`src/rtl/addsub_seq.sv`:
```
// addsub_seq: multi-cycle two's-complement adder/subtractor.
//
// Operands are split into CHUNK-bit slices and one slice is added per clock.
// The slice carry is registered between cycles, so a wide add only ever has
// a CHUNK-bit carry chain. Subtraction is X + ~Y + 1: Y is inverted at
// accept time and the initial carry is set to Sub.
//
// Ports:
//   clk        rising-edge clock
//   rst_n      asynchronous active-low reset
//   in_valid   operation request (X, Y, Sub valid)
//   in_ready   high while idle; an operation is accepted on in_valid && in_ready
//   X, Y       WIDTH-bit operands
//   Sub        1: S = X - Y, 0: S = X + Y
//   out_valid  result and flags valid, held until out_ready
//   out_ready  consumer accepts the result
//   S          WIDTH-bit result, modulo 2^WIDTH
//   Cout       carry out of the MSB (for Sub, 1 = no borrow)
//   V          signed overflow
//   Z          S == 0
//   N          S[WIDTH-1]
//
// WIDTH must be a multiple of CHUNK. Latency from accept to out_valid is
// WIDTH/CHUNK cycles.

module addsub_seq #(
   parameter int WIDTH = 32,
   parameter int CHUNK = 8
) (
   input  logic             clk,
   input  logic             rst_n,
   input  logic             in_valid,
   output logic             in_ready,
   input  logic [WIDTH-1:0] X,
   input  logic [WIDTH-1:0] Y,
   input  logic             Sub,
   output logic             out_valid,
   input  logic             out_ready,
   output logic [WIDTH-1:0] S,
   output logic             Cout,
   output logic             V,
   output logic             Z,
   output logic             N
);

   localparam int NCHUNK = WIDTH / CHUNK;
   localparam int IDXW   = (NCHUNK > 1) ? $clog2(NCHUNK) : 1;
   localparam logic [IDXW-1:0] LAST_IDX = IDXW'(NCHUNK - 1);

   typedef enum logic [1:0] {
      IDLE = 2'd0,
      CALC = 2'd1,
      DONE = 2'd2
   } state_t;

   state_t           state;
   logic [IDXW-1:0]  idx;
   logic             carry;
   logic [WIDTH-1:0] x_op;
   logic [WIDTH-1:0] y_eff;
   // Partial sum under construction; S is only updated once the last slice
   // is in, so a result that is still being computed is never visible.
   logic [WIDTH-1:0] acc;

   logic [CHUNK:0]   slice_sum;
   logic [WIDTH-1:0] acc_next;

   // Add the current slice and merge it into the partial sum.
   always_comb begin
      slice_sum = {1'b0, x_op[idx*CHUNK +: CHUNK]}
                + {1'b0, y_eff[idx*CHUNK +: CHUNK]}
                + {{CHUNK{1'b0}}, carry};
      acc_next  = acc;
      acc_next[idx*CHUNK +: CHUNK] = slice_sum[CHUNK-1:0];
   end

   // Control FSM with registered handshake outputs, result and flags.
   always_ff @(posedge clk or negedge rst_n) begin
      if (!rst_n) begin
         state     <= IDLE;
         idx       <= '0;
         carry     <= 1'b0;
         x_op      <= '0;
         y_eff     <= '0;
         acc       <= '0;
         S         <= '0;
         Cout      <= 1'b0;
         V         <= 1'b0;
         Z         <= 1'b0;
         N         <= 1'b0;
         in_ready  <= 1'b1;
         out_valid <= 1'b0;
      end else begin
         case (state)
            IDLE: begin
               if (in_valid && in_ready) begin
                  x_op     <= X;
                  y_eff    <= Y ^ {WIDTH{Sub}};
                  carry    <= Sub;
                  idx      <= '0;
                  acc      <= '0;
                  in_ready <= 1'b0;
                  state    <= CALC;
               end else begin
                  state <= IDLE;
               end
            end
            CALC: begin
               acc   <= acc_next;
               carry <= slice_sum[CHUNK];
               if (idx == LAST_IDX) begin
                  // Flags come from the complete sum, not from any one slice.
                  S         <= acc_next;
                  Cout      <= slice_sum[CHUNK];
                  V         <= (x_op[WIDTH-1] == y_eff[WIDTH-1]) &&
                               (acc_next[WIDTH-1] != x_op[WIDTH-1]);
                  Z         <= (acc_next == '0);
                  N         <= acc_next[WIDTH-1];
                  idx       <= '0;
                  out_valid <= 1'b1;
                  state     <= DONE;
               end else begin
                  idx <= idx + IDXW'(1);
               end
            end
            DONE: begin
               if (out_ready) begin
                  out_valid <= 1'b0;
                  in_ready  <= 1'b1;
                  state     <= IDLE;
               end else begin
                  state <= DONE;
               end
            end
            default: begin
               out_valid <= 1'b0;
               in_ready  <= 1'b1;
               state     <= IDLE;
            end
         endcase
      end
   end

endmodule

```
`config.mk`:
```
export PLATFORM = sky130hd
export DESIGN_NAME = addsub_seq
export DESIGN_NICKNAME = d
export VERILOG_FILES = /design/src/rtl/addsub_seq.sv
export SDC_FILE = /design/constraint.sdc
export NUM_CORES = 1
export LEC_CHECK = 0
export BUFFER_PORTS_ARGS = -buffer_cell sky130_fd_sc_hd__buf_4
export CORE_ASPECT_RATIO = 1.1
export CORE_MARGIN = 1.5
export CORE_UTILIZATION = 40
export DETAILED_ROUTE_END_ITERATION = 10
export GPL_ROUTABILITY_DRIVEN = 0
export SYNTH_ARGS = -nofsm -noshare
export SYNTH_HDL_FRONTEND = slang
export SYNTH_SLANG_ARGS = --single-unit
export TNS_END_PERCENT = 100
```
`constraint.sdc`:
```
create_clock -name clk -period 7.17 [get_ports clk]
set_input_delay 0.717 -clock clk [delete_from_list [all_inputs] [get_ports clk]]
set_output_delay 0.717 -clock clk [all_outputs]
set_load 0.03 [all_outputs]
```
Yosys cells after proc, flatten, opt, wreduce, memory -nomap -nowiden
Index checks and enable logic that the tools add are counted.
{"block": "op_classes", "shift": 4, "n_addsub": 4, "muxes": 18, "n_eq_ne": 8, "bitwise_logic": 3, "reduce_logical": 10}
{"op": "one-hot mux 32 bit (2 select lines)", "n": 1}
{"op": "variable part select 32 x 6 -> 8 bit", "n": 2}
{"op": "negation 5 -> 34 bit", "n": 1}
{"op": "variable shift 8 x 34 -> 32 bit (first input constant)", "n": 1}
{"op": "variable part select 8 x 34 -> 32 bit", "n": 1}
{"op": "bitwise mux 32 bit", "n": 1}
{"op": "logical NOT 32 bit", "n": 1}
{"op": "two-way mux 32 bit", "n": 1}
{"op": "bitwise XOR 32 bit", "n": 1}
{"op": "adder 8 x 8 -> 9 bit", "n": 1}
{"op": "adder 9 x 1 -> 9 bit", "n": 1}
{"op": "two-way mux 2 bit", "n": 4}
{"op": "two-way mux 1 bit", "n": 6}
{"op": "!= test 2 bit (second input constant)", "n": 3}
{"op": "one-hot mux 1 bit (3 select lines)", "n": 2}
{"op": "one-hot mux 2 bit (3 select lines)", "n": 1}
{"op": "AND reduction 2 bit", "n": 3}
{"op": "AND reduction 3 bit", "n": 2}
{"op": "equality test 2 bit (second input constant)", "n": 2}
{"op": "one-hot mux 2 bit (2 select lines)", "n": 1}
{"op": "adder 2 x 1 -> 2 bit (second input constant)", "n": 1}
{"op": "equality test 2 x 1 -> 1 bit (second input constant)", "n": 1}
{"op": "logical AND 1 bit", "n": 2}
{"op": "logical NOT 2 bit", "n": 1}
{"op": "other kinds (5)", "n": 6}
{"block": "word_totals", "regBits": 139, "wordCells": 60, "in_bits": 69}

Longest topological paths before layout
Gate-level depths: netlist of the first run.
{"block": "depth", "ltp_word": 7, "mapped_depth": 12}

Worst setup path before layout of the first run
No wires, ideal clock.
{"block": "synth_timing", "path_type": "register to register", "startpoint": "reg idx[0]", "endpoint": "reg Z", "t_required_ns": 7.066, "path_stages_with_launch": 11, "n_path_buf": 1, "path_slack_ns": 3.736, "period_less_slack_ns": 3.434, "setup_ns": 0.104, "arrival_ns": 3.331, "path_cell_list": "dfrtp_1 -> buf_2 -> mux4_2 -> fa_1 -> fa_1 -> a21oi_1 -> o211ai_1 -> a21oi_1 -> xnor2_1 -> o32a_1 -> o41ai_2"}
{"block": "synth_between", "elab_chain_len": 6, "elab_cells_between_ends": 11, "classes_between": "add/sub (3); eq/ne (1); shift (4); mux (1); reduce/logical (2)"}
{"item": "start, declared", "line_no": "57", "text": "logic [IDXW-1:0] idx;"}
{"item": "start signal, assigned", "line_no": "123", "text": "idx <= idx + IDXW'(1);"}
{"item": "variable part select 32 x 6 -> 8 bit, on equally long branches", "line_no": "70, 71"}
{"item": "adder 8 x 8 -> 9 bit", "line_no": "71", "text": "+ {1'b0, y_eff[idx*CHUNK +: CHUNK]}"}
{"item": "adder 9 x 1 -> 9 bit", "line_no": "72", "text": "+ {{CHUNK{1'b0}}, carry};"}
{"item": "variable part select 8 x 34 -> 32 bit", "line_no": "74", "text": "acc_next[idx*CHUNK +: CHUNK] = slice_sum[CHUNK-1:0];"}
{"item": "bitwise mux 32 bit", "line_no": "74"}
{"item": "logical NOT 32 bit", "line_no": "117", "text": "Z <= (acc_next == '0);"}
{"item": "end signal, assigned", "line_no": "117"}
{"item": "end, declared", "line_no": "42", "text": "output logic Z,"}
Several ways; a longest one is shown, not always the timed one.
A chain may end at the register's enable or synchronous reset.

Worst setup path after layout of the first run
Same ends and word-level chain as after synthesis.

==> impl_metrics.py, run 1 <==
metrics = {
    "synth": {
        "synth_cell_type_count": 56,
        "synthArstFlopShare_pct": 100,
        "ys_ff_latch": 138,
        "synth_top_area_share_pct": 51.3,
        "synth_edf_count": 0,
        "synth.avg_cell_area_um2": 11.1,
        "yosys-top-cells-area": "dfrtp_1, mux2_2, mux4_2",
        "synth_top_area_cell": "dfrtp_1",
        "ys_warn_count": 0,
        "ys.flop_type": "dfrtp_1",
        "yosysSeqAreaShare_pct": 51.7,
        "syn_area_um2": 6690,
        "syn_nets": 685,
        "synthCells": 601,
    },
    "grt": {
        "grt-ovfl-total": 0,
        "antenna_found_initial": 0,
        "grt_pass1_wl_mm": 26.7,
        "grt_use_total_pct": 19.8,
        "grt_max_degree": 83,
        "grt_pass1_vias": 5040,
    },
    "power_and_ir_drop": {
        "clockPowerShare_pct": 21.2,
        "p_int_mw": 2.58,
        "ir_worst_vdd_uv": 289,
        "pwr-share-comb_pct": 49.0,
        "p_seq_share_pct": 29.7,
        "p_leak_nw": 3.66,
        "p_sw_mw": 1.94,
        "p_sw_share_pct": 43.0,
        "power.density_nw_per_um2": 546,
    },
    "setup_path": {
        "path_depth": 9,
        "slowest_delay_ns": 0.87,
        "start_kind": "register",
        "r2r_end": "Z",
        "slowest_stage": "dfrtp_1",
        "crit_type": "reg -> reg",
        "cp.arrival_ns": 4.30,
        "path_buf_inv": 0,
        "worstPathRequired_ns": 7.50,
        "r2r_cells": 9,
        "cp_top_family": "compound AO/OA/AOI/OAI gates",
        "critical_path_peak_fanout": 13,
        "r2r-start": "idx[0]",
        "end_kind": "register",
        "reg2reg_slack_ns": 3.20,
        "crit_chain": "mux4_2, fa_1, fa_1, a21oi_1, o211ai_1, a21oi_1, xnor2_1, o32a_1, o41ai_2",
        "critPathLaunch": "idx[0]",
        "crit_end": "Z",
    },
    "layout": {
        "layout_common_cells": "dfrtp_1, buf_4, nand2_1, a21oi_1",
        "fillCellCount": 1469,
        "finish.utilization_pct": 50.6,
        "layout_commonest_cell": "dfrtp_1",
        "drive_above_1_share_pct": 29.3,
        "antenna_cells": 0,
        "area_growth_pct": 23.8,
        "nets": 774,
    },
    "floorplanning": {
        "io_pins": 107,
        "num_rows": 49,
        "initial_utilization_pct": 40.8,
        "die_area_um2": 17500,
        "design.core.area_um2": 16400,
        "die_x_um": 126,
        "dieHeight_um": 139,
    },
    "worst_hold_path": {
        "hp-class": "in -> async",
    },
    "timing": {
        "tightestPinTransition_ns": 1.11,
        "slew_headroom_pct": 25.4,
        "skew_ns": 0.00498,
        "hold_viol_final": 0,
        "finalMaxSlewViolations": 0,
        "fin_crit_ns": 3.97,
        "tns_ns": 0,
        "rsz0062_at_grt": "false",
        "finalSetupViolCount": 0,
        "clock.fmax_mhz": 252,
        "post-route-period-util_pct": 55.3,
    },
    "routing": {
        "via_per_inst": 5.45,
        "ant_nets": 0,
        "drtIter0Drc": 333,
        "drc": 0,
        "wl_mm": 16.4,
        "num_vias": 4943,
        "drtPass1Iterations": 5,
        "routedWlPerCell_um": 18.1,
    },
    "clock_tree": {
        "ctsHoldBuffers": 0,
        "cts_tree": "built",
        "root_buffer": "clkbuf_16",
        "cts_setup_buffers": 0,
        "cts_buffers": 17,
        "clk_latency_ns": 0.43,
        "postCtsResizedCells": 0,
        "numClockSinks": 138,
        "clk_pin_slew_ns": 0.06,
        "cts_buffer_depth": 2,
        "htreeDepth": 4,
    },
    "run_status": {
        "status": "complete, no violations",
    },
    "run": {
        "drv_cap": 0,
    },
    "placed_design": {
        "hpwl_mm": 11.7,
        "portBuffers": 106,
    },
}
[cells in the mapped netlist, types with 4 or more instances]
master    instances
mux2_2           33
a32o_1            9
inv_1            11
a32oi_1           4
o21ai_0          39
xnor2_1          34
a31oi_1           4
dfrtp_1         137
a21oi_1          46
or3_1             4
nor2_1           39
clkbuf_1         30
o22ai_1          14
buf_1             5
ha_1             13
a22oi_1          20
a22o_1            9
mux4_2           16
nor3_1            5
nand2_1          58
nor2b_1          14
nand3_1           4
[per-layer routing]
metal / GRT usage, % / wire (µm) / up-vias
met4: 7.56 / 330 / 0
li1: - / - / 2355
met3: 4.98 / 816 / 24
met1: 24.2 / 6850 / 2416
met5: 0 / 0 / -
met2: 33.7 / 8430 / 148
[state kept, by name, summed over array words and instances, names as in the netlist]
signal / count
V: 1
x_op: 32
out_valid: 1
Z: 1
y_eff: 32
idx: 2
state: 2
Cout: 1
S: 32
acc: 32
carry: 1
in_ready: 1
[cells by family (layout without fill, tap and decap cells)]
family,count (synthesis),after routing,synth area share (%)
AOI/OAI and AO/OA,168,168,16.3
buffers and inverters,54,156,3.54
adders and majority gates,15,15,3.03
xor gates and xnor gates,36,36,4.72
DFF,138,138,51.7
and+or+nand+nor,141,141,9.77
muxes,49,49,10.9
[worst min-delay path by stage]
stage                    to  depth (start not counted)
global route          S[24]                          1
detailed placement  acc[26]                          1
floorplan              Cout                          0
finish                S[24]                          1
global placement      S[18]                          2
CTS                    S[8]                          1
[final cells by class]
type / count / area, µm² / area share (%)
clock inverters: 10 / 161 / 1.95
clock buffers: 22 / 494 / 5.97
inverters: 11 / 41.3 / 0.499
flip-flops and latches: 138 / 3450 / 41.7
well taps: 204 / 255 / 3.08
repair buffers: 113 / 852 / 10.3
multi-input cells: 409 / 3020 / 36.5
[stage by stage]
stage | hold WS (ns) | area [µm²] | worst slack (ns) | total power [mW] | cells
3_3_place_gp | 0.465 | 7620 | 3.29 | 3.49 | 875
6_report | 0.243 | 8280 | 3.20 | 4.52 | 907
4_1_cts | 0.255 | 8280 | 3.19 | 4.54 | 907
3_5_place_dp | 0.473 | 7620 | 3.19 | 3.56 | 875
2_1_floorplan | 0.421 | 6690 | 3.74 | 2.86 | 601
5_1_grt | 0.275 | 8280 | 2.92 | 4.82 | 907
[power by group through the flow]
stage / Sequential [mW] / Clock, mW / Combinational, mW
after floorplan: 1.39 / 0 / 1.47
after global placement: 1.35 / 0 / 2.14
after detailed placement: 1.36 / 0 / 2.20
after CTS: 1.35 / 0.977 / 2.21
after global routing: 1.39 / 1.01 / 2.41
final: 1.34 / 0.959 / 2.22
Power figures use the tool's default switching activity.
==> run 2: changes to the inputs <==
--- a/config.mk
+++ b/config.mk
@@ -5,6 +5,7 @@
 export SDC_FILE = /design/constraint.sdc
 export NUM_CORES = 1
 export LEC_CHECK = 0
+export ABC_AREA = 1
 export BUFFER_PORTS_ARGS = -buffer_cell sky130_fd_sc_hd__buf_4
 export CORE_ASPECT_RATIO = 1.1
 export CORE_MARGIN = 1.5
==> constraint.sdc (replaced) <==
create_clock -name clk -period 4 [get_ports clk]
set_input_delay 0.4 -clock clk [delete_from_list [all_inputs] [get_ports clk]]
set_output_delay 0.4 -clock clk [all_outputs]
set_load 0.03 [all_outputs]
==> run 2 against run 1 <==
First-iteration DRC count fell by 0.90%. Critical endpoint unchanged. Register-to-register slack got worse by 2.2 ns. Count of clock-buffer cells in the layout did not move. Largest cell class unchanged.
==> impl_metrics.py, run 2 <==
metrics = {
    "synth": {
        "synth_cell_type_count": 35,
        "synth_edf_count": 0,
        "synth.avg_cell_area_um2": 8.12,
        "syn_area_um2": 6910,
        "yosysSeqAreaShare_pct": 50.0,
        "synth_common_cells": "nand2_1, dfrtp_1, o21ai_0, nor2_1, inv_1",
        "yosys-top-cells-area": "dfrtp_1, nand2_1, o21ai_0",
        "ys_ff_latch": 138,
        "synthArstFlopShare_pct": 100,
        "synthCells": 851,
        "ys_warn_count": 0,
        "synth_top_area_cell": "dfrtp_1",
        "syn_nets": 935,
        "yosysMostFrequentCell": "nand2_1",
        "ys.flop_type": "dfrtp_1",
        "synth_top_area_share_pct": 49.6,
    },
    "routing": {
        "drtIter0Drc": 330,
        "drc": 0,
        "num_vias": 5878,
        "ant_nets": 0,
        "routedWlPerCell_um": 15.0,
        "wl_mm": 17.9,
        "via_per_inst": 4.92,
        "drtPass1Iterations": 7,
    },
    "timing": {
        "slew_headroom_pct": 29.5,
        "hold_viol_final": 0,
        "tightestPinTransition_ns": 1.06,
        "post-route-period-util_pct": 76.1,
        "fin_crit_ns": 3.04,
        "clock.fmax_mhz": 329,
        "skew_ns": 0.00612,
        "tns_ns": 0,
        "finalMaxSlewViolations": 0,
        "finalSetupViolCount": 0,
        "rsz0062_at_grt": "false",
    },
    "grt": {
        "grt_pass1_wl_mm": 29.7,
        "grt_max_degree": 68,
        "antenna_found_initial": 0,
        "grt_use_total_pct": 21.0,
        "grt_pass1_vias": 5891,
        "grt-ovfl-total": 0,
    },
    "clock_tree": {
        "cts_setup_buffers": 0,
        "clk_latency_ns": 0.42,
        "clk_pin_slew_ns": 0.06,
        "cts_buffers": 17,
        "numClockSinks": 138,
        "cts_tree": "built",
        "htreeDepth": 4,
        "cts_buffer_depth": 2,
        "root_buffer": "clkbuf_16",
    },
    "floorplanning": {
        "io_pins": 107,
        "die_area_um2": 18100,
        "initial_utilization_pct": 40.8,
        "dieHeight_um": 141,
        "design.core.area_um2": 17000,
        "die_x_um": 128,
        "num_rows": 50,
    },
    "setup_path": {
        "worstPathRequired_ns": 4.36,
        "crit_type": "reg -> reg",
        "slowest_stage": "fa_1",
        "path_depth": 18,
        "r2r_cells": 18,
        "crit_chain": "buf_4, o21ai_0, o22ai_1, fa_1, fa_1, inv_1, nand2_1, nand4_1, nor2_1, nor2_2, nand2_1, nor2_1, nand2_1, nor2_1, nand3_1, nor2_1, nand2_1, nand2_1",
        "start_kind": "register",
        "critical_path_peak_fanout": 37,
        "path_buf_inv": 2,
        "cp.arrival_ns": 3.40,
        "cpMostUsedCell": "nand2_1",
        "cp_top_family": "simple AND/OR/NAND/NOR gates",
        "slowest_delay_ns": 0.46,
        "end_kind": "register",
    },
    "power_and_ir_drop": {
        "ir_worst_vdd_uv": 457,
        "p_leak_nw": 4.30,
        "power.density_nw_per_um2": 942,
    },
    "run": {
        "drv_cap": 0,
    },
    "layout": {
        "multi_input_area_um2": 3060,
        "final_area_um2": 8530,
        "regArea_um2": 3450,
        "antenna_cells": 0,
        "nets": 1031,
        "fillCellCount": 1683,
        "area_growth_pct": 23.4,
        "drive_above_1_share_pct": 20.0,
        "layout_commonest_cell": "nand2_1",
        "layout_common_cells": "nand2_1, dfrtp_1, buf_4, o21ai_0, nor2_1",
        "instances_no_fill": 1194,
    },
    "run_status": {
        "status": "complete, no violations",
    },
    "worst_hold_path": {
        "whs_path_depth": 3,
        "hp-class": "in -> reg",
    },
    "placed_design": {
        "hpwl_mm": 12.8,
        "dpl.cell_count": 1161,
        "portBuffers": 106,
        "dpl_cell_area_um2": 7910,
    },
}
==> run 2: changes by cell type in the layout (fill, tap and decap cells not counted), sizes merged, moves of 16 or more <==
cell   before  now
a22oi      20    0
mux4       16    0
a21oi      46    8
mux2       33    0
nand2      58  308
o21ai      41  106
nand3       4   29
inv        12   58
nor2       39   64
==> run 2: layout make-up <==
type                       instances  area share, %
tap                              234           3.43
timing repair buffer             119           10.6
clock buffer                      22           5.44
clock inverter                    10           1.66
sequential                       138           40.5
multi-input combinational        614           35.9
inverter                          57           2.51
==> run 2: worst min-delay path: cells and delay by family <==
family                 cells  cell delay (ns)
and+or+nand+nor            2             0.09
buffers and inverters      1             0.07
==> run 2: where the power goes <==
| group | switching (mW) | internal (mW) | total (mW) |
|---|---|---|---|
| Combinational | 2.71 | 1.37 | 4.08 |
| Sequential | 0.368 | 1.97 | 2.34 |
| Clock | 0.596 | 1.01 | 1.61 |
| Total | 3.68 | 4.36 | 8.03 |
==> run 2: timing repair <==
action                                 4_1_cts  5_1_grt
endpoints found under the hold margin       60        0
gates resized for setup                      0        0
hold buffers                                 1        0
==> run 2: metal layers <==
layer,vias up,global-route usage (%),wire (µm)
li1,2928,-,-
met1,2741,27.2,8070
met2,165,34.5,8590
met3,44,4.29,713
met4,0,8.69,550
met5,-,0,0
==> run 2: through the flow <==
step | hold WS (ns) | total power, mW | setup WS, ns | utilization [%]
after CTS | 0.162 | 8.07 | 0.977 | 50.3
after detailed placement | 0.440 | 6.42 | 0.994 | 46.7
after global routing | 0.166 | 8.70 | 0.610 | 50.3
after global placement | 0.437 | 6.37 | 1.04 | 46.7
after floorplan | 0.104 | 5.20 | 1.04 | -
final | 0.176 | 8.03 | 0.956 | 50.3
==> run 2: cell families after synthesis <==
logic type	count (synthesis)	synth area share, %
AO/OA/AOI/OAI	153	12.5
XOR/XNOR	32	4.06
adder cells (fa/ha/maj)	15	2.93
buffers and inverters	99	5.72
flip-flops	138	50.0
AND/OR/NAND/NOR	414	24.8
==> run 2: final timing paths <==
| check | from | end | slack, ns |
|---|---|---|---|
| worst max register to register | idx[0] | Z | 0.96 |
| worst min-delay path | X[12] | x_op[12] | 0.18 |
| worst min register to register | x_op[19] | x_op[19] | 0.47 |
| max in group asynchronous | rst_n | y_eff[31] | 2.52 |
| worst max-delay path | idx[0] | Z | 0.96 |
| min in group asynchronous | rst_n | S[4] | 0.55 |
